[src/rtl/voting_pkg.sv]
// Shared widths and FSM state encoding for the result reader.
package voting_pkg;
    localparam int NUM_CAND  = 4;
    localparam int COUNT_W   = 8;
    localparam int CAND_ID_W = 2;

    typedef enum logic [2:0] {
        IDLE   = 3'd0,
        SCAN   = 3'd1,
        SHOW   = 3'd2,
        WINNER = 3'd3,
        DONE   = 3'd4
    } state_t;
endpackage

[src/rtl/result_reader_max_tracker.sv]
// Running maximum over the snapshot scan; lowest index wins equal counts.
// The tie flag register exists only when RESULT_TIE_DETECT_EN is defined.
module max_tracker
    import voting_pkg::*;
(
    input  logic                 clock,
    input  logic                 reset,
    input  logic                 load,
    input  logic                 step,
    input  logic [CAND_ID_W-1:0] id,
    input  logic [COUNT_W-1:0]   count,
`ifdef RESULT_TIE_DETECT_EN
    output logic                 tie_flag,
`endif
    output logic [COUNT_W-1:0]   max_cnt,
    output logic [CAND_ID_W-1:0] max_id
);
    always_ff @(posedge clock) begin
        if (!reset) begin
            max_cnt <= '0;
            max_id  <= '0;
        end else if (load || (step && count > max_cnt)) begin
            max_cnt <= count;
            max_id  <= id;
        end
    end

`ifdef RESULT_TIE_DETECT_EN
    always_ff @(posedge clock) begin
        if (!reset)
            tie_flag <= 1'b0;
        else if (load || (step && count > max_cnt))
            tie_flag <= 1'b0;
        else if (step && count == max_cnt)
            tie_flag <= 1'b1;
    end
`endif
endmodule

[src/rtl/result_reader.sv]
// Snapshots four tallies, scans for the maximum, then streams per-candidate
// records and a winner record. Optional tie output: RESULT_TIE_DETECT_EN.
module result_reader
    import voting_pkg::*;
(
    input  logic               clock,
    input  logic               reset,
    input  logic               mode,
    input  logic [COUNT_W-1:0] cand1_vote_recvd,
    input  logic [COUNT_W-1:0] cand2_vote_recvd,
    input  logic [COUNT_W-1:0] cand3_vote_recvd,
    input  logic [COUNT_W-1:0] cand4_vote_recvd,
    input  logic               disp_ready,
    output logic               disp_valid,
    output logic [1:0]         disp_cand_id,
    output logic [7:0]         disp_count,
    output logic               disp_is_winner,
    output logic               tie,
    output logic               done
);
    state_t                 state, state_nxt;
    logic [COUNT_W-1:0]     snap [NUM_CAND];
    logic [CAND_ID_W-1:0]   idx;
    logic [COUNT_W-1:0]     max_cnt;
    logic [CAND_ID_W-1:0]   max_id;
    logic                   accept;

    assign accept = disp_valid & disp_ready;

    always_ff @(posedge clock) begin
        if (!reset) state <= IDLE;
        else        state <= state_nxt;
    end

    always_comb begin
        state_nxt = state;
        case (state)
            IDLE:    if (mode) state_nxt = SCAN;
            SCAN:    if (!mode) state_nxt = IDLE;
                     else if (idx == 2'd3) state_nxt = SHOW;
            SHOW:    if (!mode) state_nxt = IDLE;
                     else if (accept && idx == 2'd3) state_nxt = WINNER;
            WINNER:  if (!mode) state_nxt = IDLE;
                     else if (accept) state_nxt = DONE;
            DONE:    if (!mode) state_nxt = IDLE;
            default: state_nxt = IDLE;
        endcase
    end

    // idx walks the snapshots during SCAN, wraps to 0 and then walks records in SHOW
    always_ff @(posedge clock) begin
        if (!reset) begin
            idx <= '0;
            for (int i = 0; i < NUM_CAND; i++) snap[i] <= '0;
        end else begin
            case (state)
                IDLE: begin
                    idx <= '0;
                    if (mode) begin
                        snap[0] <= cand1_vote_recvd;
                        snap[1] <= cand2_vote_recvd;
                        snap[2] <= cand3_vote_recvd;
                        snap[3] <= cand4_vote_recvd;
                    end
                end
                SCAN:    idx <= mode ? idx + 2'd1 : '0;
                SHOW:    if (!mode) idx <= '0;
                         else if (accept) idx <= idx + 2'd1;
                default: if (!mode) idx <= '0;
            endcase
        end
    end

`ifdef RESULT_TIE_DETECT_EN
    logic tie_flag;
`endif

    max_tracker u_max (
        .clock   (clock),
        .reset   (reset),
        .load    (state == SCAN && idx == 2'd0),
        .step    (state == SCAN && idx != 2'd0),
        .id      (idx),
        .count   (snap[idx]),
`ifdef RESULT_TIE_DETECT_EN
        .tie_flag(tie_flag),
`endif
        .max_cnt (max_cnt),
        .max_id  (max_id)
    );

`ifdef RESULT_TIE_DETECT_EN
    assign tie = (state != IDLE) & tie_flag;
`else
    assign tie = 1'b0;
`endif

    always_comb begin
        disp_valid     = 1'b0;
        disp_cand_id   = '0;
        disp_count     = '0;
        disp_is_winner = 1'b0;
        done           = (state == DONE);
        if (state == SHOW) begin
            disp_valid   = 1'b1;
            disp_cand_id = idx;
            disp_count   = snap[idx];
        end else if (state == WINNER) begin
            disp_valid     = 1'b1;
            disp_cand_id   = max_id;
            disp_count     = max_cnt;
            disp_is_winner = 1'b1;
        end
    end
endmodule

[config.mk]
export PLATFORM = sky130hd
export DESIGN_NAME = result_reader
export DESIGN_NICKNAME = d
export VERILOG_FILES = /design/src/rtl/voting_pkg.sv /design/src/rtl/result_reader_max_tracker.sv /design/src/rtl/result_reader.sv
export SDC_FILE = /design/constraint.sdc
export NUM_CORES = 1
export LEC_CHECK = 0
export ABC_CLOCK_PERIOD_IN_PS = 4900
export BUFFER_PORTS_ARGS = -buffer_cell sky130_fd_sc_hd__buf_2
export CAP_MARGIN = 15
export CORE_ASPECT_RATIO = 1.2
export CORE_MARGIN = 2
export CORE_UTILIZATION = 40
export CTS_BUF_LIST = sky130_fd_sc_hd__clkbuf_16
export CTS_CLUSTER_SIZE = 30
export DETAILED_ROUTE_END_ITERATION = 10
export PLACE_DENSITY = 0.65
export SYNTH_ARGS = -nofsm -noshare
export SYNTH_HDL_FRONTEND = slang
export SYNTH_SLANG_ARGS = --single-unit
[constraint.sdc]
create_clock -name clock -period 4.9 [get_ports clock]
set_input_delay 0.735 -clock clock [delete_from_list [all_inputs] [get_ports clock]]
set_output_delay 0.735 -clock clock [all_outputs]
set_load 0.05 [all_outputs]
# Word-level counts from Yosys, hierarchy flattened
# Memory sizes are Yosys's and may differ from the RTL's. A register that Yosys moved wholly into a read port is not among the register bits.
# Cells that the tools add are included.
[word_totals]
register_bits = 15
latch_bits = 0
ramBits = 32
romBits = 0
input_bits = 36
output_inout_bits = 14
elab_cells = 66
memories = 1
[mem_list]
columns = ["memory", "words", "word_bits", "read_ports", "rd_clocked_by_memory_dff", "write_ports", "line_no", "rtl"]
rows = [
  ["snap", 4, 8, 1, 1, 4, "result_reader.sv:22", "logic [COUNT_W-1:0] snap [NUM_CAND];"],
]
[classes]
add_sub_neg = 1
multipliers = 0
div = 0
n_lt_le_gt_ge = 1
n_eq_ne = 12
shifts = 0
mux = 32
bitwise_logic = 5
n_reduce_logical = 10
[op_table]
columns = ["op", "n"]
rows = [
  ["$mux W8", 6],
  ["$mux W3", 8],
  ["$mux W2", 8],
  ["$pmux W3 S5", 1],
  ["$ne A3 B3 Y1 const B", 4],
  ["$gt A8 B8 Y1", 1],
  ["$mux W1", 8],
  ["$eq A3 B2 Y1 const B", 2],
  ["$pmux W2 S3", 1],
  ["$reduce_and A5 Y1", 1],
  ["$logic_and A1 B1 Y1", 4],
  ["$ne A2 B2 Y1 const B", 2],
  ["$ne A4 B1 Y1 const B", 1],
  ["$or A1 B1 Y1", 4],
  ["$eq A3 B1 Y1 const B", 1],
  ["$eq A3 B3 Y1 const B", 1],
  ["$logic_not A3 Y1", 1],
  ["$add A2 B1 Y2 const B", 1],
  ["$eq A2 B2 Y1 const B", 1],
  ["$logic_not A2 Y1", 1],
  ["$reduce_and A2 Y1", 1],
  ["$reduce_bool A2 Y1", 1],
  ["$and A1 B1 Y1", 1],
  ["$logic_or A1 B1 Y1", 1],
]

# Longest topological paths before layout
[depth]
ltp_word = 9
depth_mapped = 10
depth_no_buf = 8

# Hierarchy
# A second synthesis with hierarchy kept.
[hier_totals]
cells_unflattened = 215
hier_area_um2 = 2527.4
[by_module_without_submodules]
columns = ["module", "n_inst", "cells_per_inst", "area_each_um2", "seq_area_each_um2"]
rows = [
  ["result_reader", 1, 143, 1908.1, 1101.1],
  ["max_tracker", 1, 72, 619.3, 200.2],
]

# Worst setup path after synthesis
# OpenSTA, ideal clock, no wires.
[synth_path]
path_type = "input to register"
start = "input port mode"
end = "memory snap[0][0], enable pin"
setup_ns = 0.511
t_arrival_ns = 4.109
t_required_ns = 4.389
setup_slack_ns = 0.280
stages = 2
n_path_buf = 0
cell_sequence = "inv_1 -> o41ai_1"
[synth_lines]
columns = ["element", "line_no", "rtl"]
rows = [
  ["from (decl)", "result_reader.sv:8", "input logic mode,"],
  ["to (decl)", "result_reader.sv:22", ""],
]

==> flow_summary.ini <==
[status]
status = completed

[placement]
io_buffers = 48
place_congestion = 0.743
place_hpwl_um = 3290

[setup_path]
arrival_ns = 3.29
startpoint_type = flop
critical_path_class = reg2reg
cp.required_ns = 5.10
crit_path_end_kind = flop
worst-path-max-fanout = 10

[synthesis]
yosysWarnings = 0
ys_ff_latch = 49
synth-edff-count = 32
ys.flop_type = edfxtp_1
netlist_area_sq_um = 2500
synth_seq_area_share_pct = 52.1
ys_async_sr_fraction_pct = 0
post_synth.cell_area_avg_sq_um = 10.9
syn_nets = 274
ys_types = 36
synth_cells = 228

[timing]
fmax_ghz = 0.324
setup_tns_ns = 0
min_period_ns = 3.08
tightest_slew_ns = 0.759
setup_viol = 0
rsz0062_at_grt = false
skew_ns = 0.00249
finalHoldViolCount = 0
hold_ws_ns = 0.461
relSlewSlack_pct = 49.4
maxSlewViolCount = 0
finalCritPeriodShare_pct = 62.9

[cells_and_area]
final_nets = 316
drive_gt1_share_pct = 26.2
areaGrowthSynthToFinish_pct = 17.3
n_antenna_cell = 0

[grt]
grt_pass1_wl_um = 7440
overflow = 0
track_usage_pct = 13.4
antenna_found_initial = 0
grt_start_max_net_pins = 33
grt_pass1_vias = 1608

[clock_tree]
cts_buffer_depth = 2
cts_resized = 0
clk_pin_slew_worst_paths_ns = 0.06
cts_tree = done
ctsHoldBuffers = 0
clock_tree.root_cell = clkbuf_16
cts_made_buffers = 5
h-tree-depth = 2
cts_setup_buffers = 0
cts.sinks = 49
insertion_delay_ns = 0.28

[die]
die_area_sq_um = 6890
core-area_sq_um = 6050
ios = 50
die_w_um = 76.1
rows = 31
start_util_pct = 41.3
dieHeight_um = 90.5

[flow_run]
maxCapViolations = 0

[drt]
drt-pass1-iter-count = 6
post_drt_via_cell_ratio = 4.77
vias = 1683
ant_nets = 0
drc = 0
drt_wl_total_um = 4400
wl_per_cell_um = 12.5
drtIter0Drc = 85

[power_and_ir_drop]
leakage_nw = 1.20
powerDensity_nw_per_um2 = 302
ir_drop_mv = 0.204

[min_path]
min_path_type = reg2reg
-- synthesized netlist by cell type (2+ instances only) --
cell type  instances  area (sq um)
buf_6              2          22.5
nand2b_1           2          12.5
ha_1              10           125
o21ai_0            2          10.0
dfxtp_1           17           340
buf_1              2          7.51
mux2i_1           12           120
nor2_1             9          33.8
o2111ai_1          2          17.5
mux4_2             8           180
clkbuf_1           9          33.8
edfxtp_1          32           961
a21boi_1           2          15.0
inv_1             12          45.0
nand2_1           43           161
a21oi_1           13          65.1
and2_1            32           200
-- cell type report --
cell class                 count  area, sq um
clock buffer                   5          125
tap                           82          103
timing repair buffer          50          255
multi-input combinational    151         1080
inverter                      13         48.8
clock inverter                 3         18.8
sequential                    49         1300
fill                         584         3120
-- through the flow --
step                setup WS (ns)  util (%)  power [mW]  cell area [sq um]  std cells
detailed placement           1.80      46.0       0.570               2790        345
global placement             1.86      46.0       0.568               2790        345
global route                 1.56      48.4       0.925               2930        353
floorplan                   0.280         -       0.544               2500        228
finish                       1.82      48.4       0.884               2930        353
CTS                          1.76      48.4       0.896               2930        353
-- sequential cells by signal (all words and copies together), names as in the netlist, named ones only --
register / count
state: 3
idx: 2
u_max.max_id: 2
u_max.max_cnt: 8
snap: 32
-- layout by cell type (no fill, tap or decap), types with 5 or more instances in the layout --
| cell | n |
|---|---|
| clkbuf_16 | 5 |
| nor2_1 | 9 |
| mux2i_1 | 12 |
| a21oi_1 | 13 |
| buf_2 | 48 |
| nand2_1 | 43 |
| edfxtp_1 | 32 |
| inv_1 | 13 |
| dfxtp_1 | 17 |
| and2_1 | 32 |
| mux4_2 | 8 |
| ha_1 | 10 |
-- cell families after synthesis --
| family | Yosys count | share of synthesized area, % |
|---|---|---|
| compound gates | 25 | 6.62 |
| fa+ha+maj | 10 | 5.01 |
| simple gates | 94 | 18.7 |
| other cells | 1 | 0.150 |
| buf+inv | 28 | 5.01 |
| xor+xnor | 1 | 0.351 |
| flops | 49 | 52.1 |
| mux | 20 | 12.0 |
-- routing by layer --
metal | vias to the layer above | GRT usage [%] | share of wire, %
met1 | 769 | 17.5 | 45
met3 | 4 | 2.90 | 5.5
met4 | 0 | 4.39 | 1.0
met2 | 45 | 22.3 | 48
li1 | 865 | - | -
met5 | - | 0 | 0
-- worst paths after layout --
| kind | startpoint | endpoint | slack, ns | cells after the start |
|---|---|---|---|---|
| worst max register to register | flop | u_max.max_cnt[5] | 1.82 | 7 |
| worst min-delay path | u_max.max_id[1] | u_max.max_id[1] | 0.46 | 2 |
| worst max-delay path | flop | u_max.max_cnt[5] | 1.82 | 7 |
| worst min register to register | u_max.max_id[1] | u_max.max_id[1] | 0.46 | 2 |
-- worst max-delay path, cell delays in order (launching register included) --
cell	delay [ns]
dfxtp_1	0.63
mux4_2	0.60
ha_1	0.34
nand4_1	0.11
nor3_1	0.07
or4_4	0.41
a21oi_2	0.57
mux2i_1	0.28
-- power breakdown --
part / internal (mW) / total, mW / switching [mW]
registers: 0.464 / 0.475 / 0.0108
logic: 0.0405 / 0.0841 / 0.0436
clock network: 0.187 / 0.324 / 0.137
No activity file was read; power rests on OpenSTA's default activity.
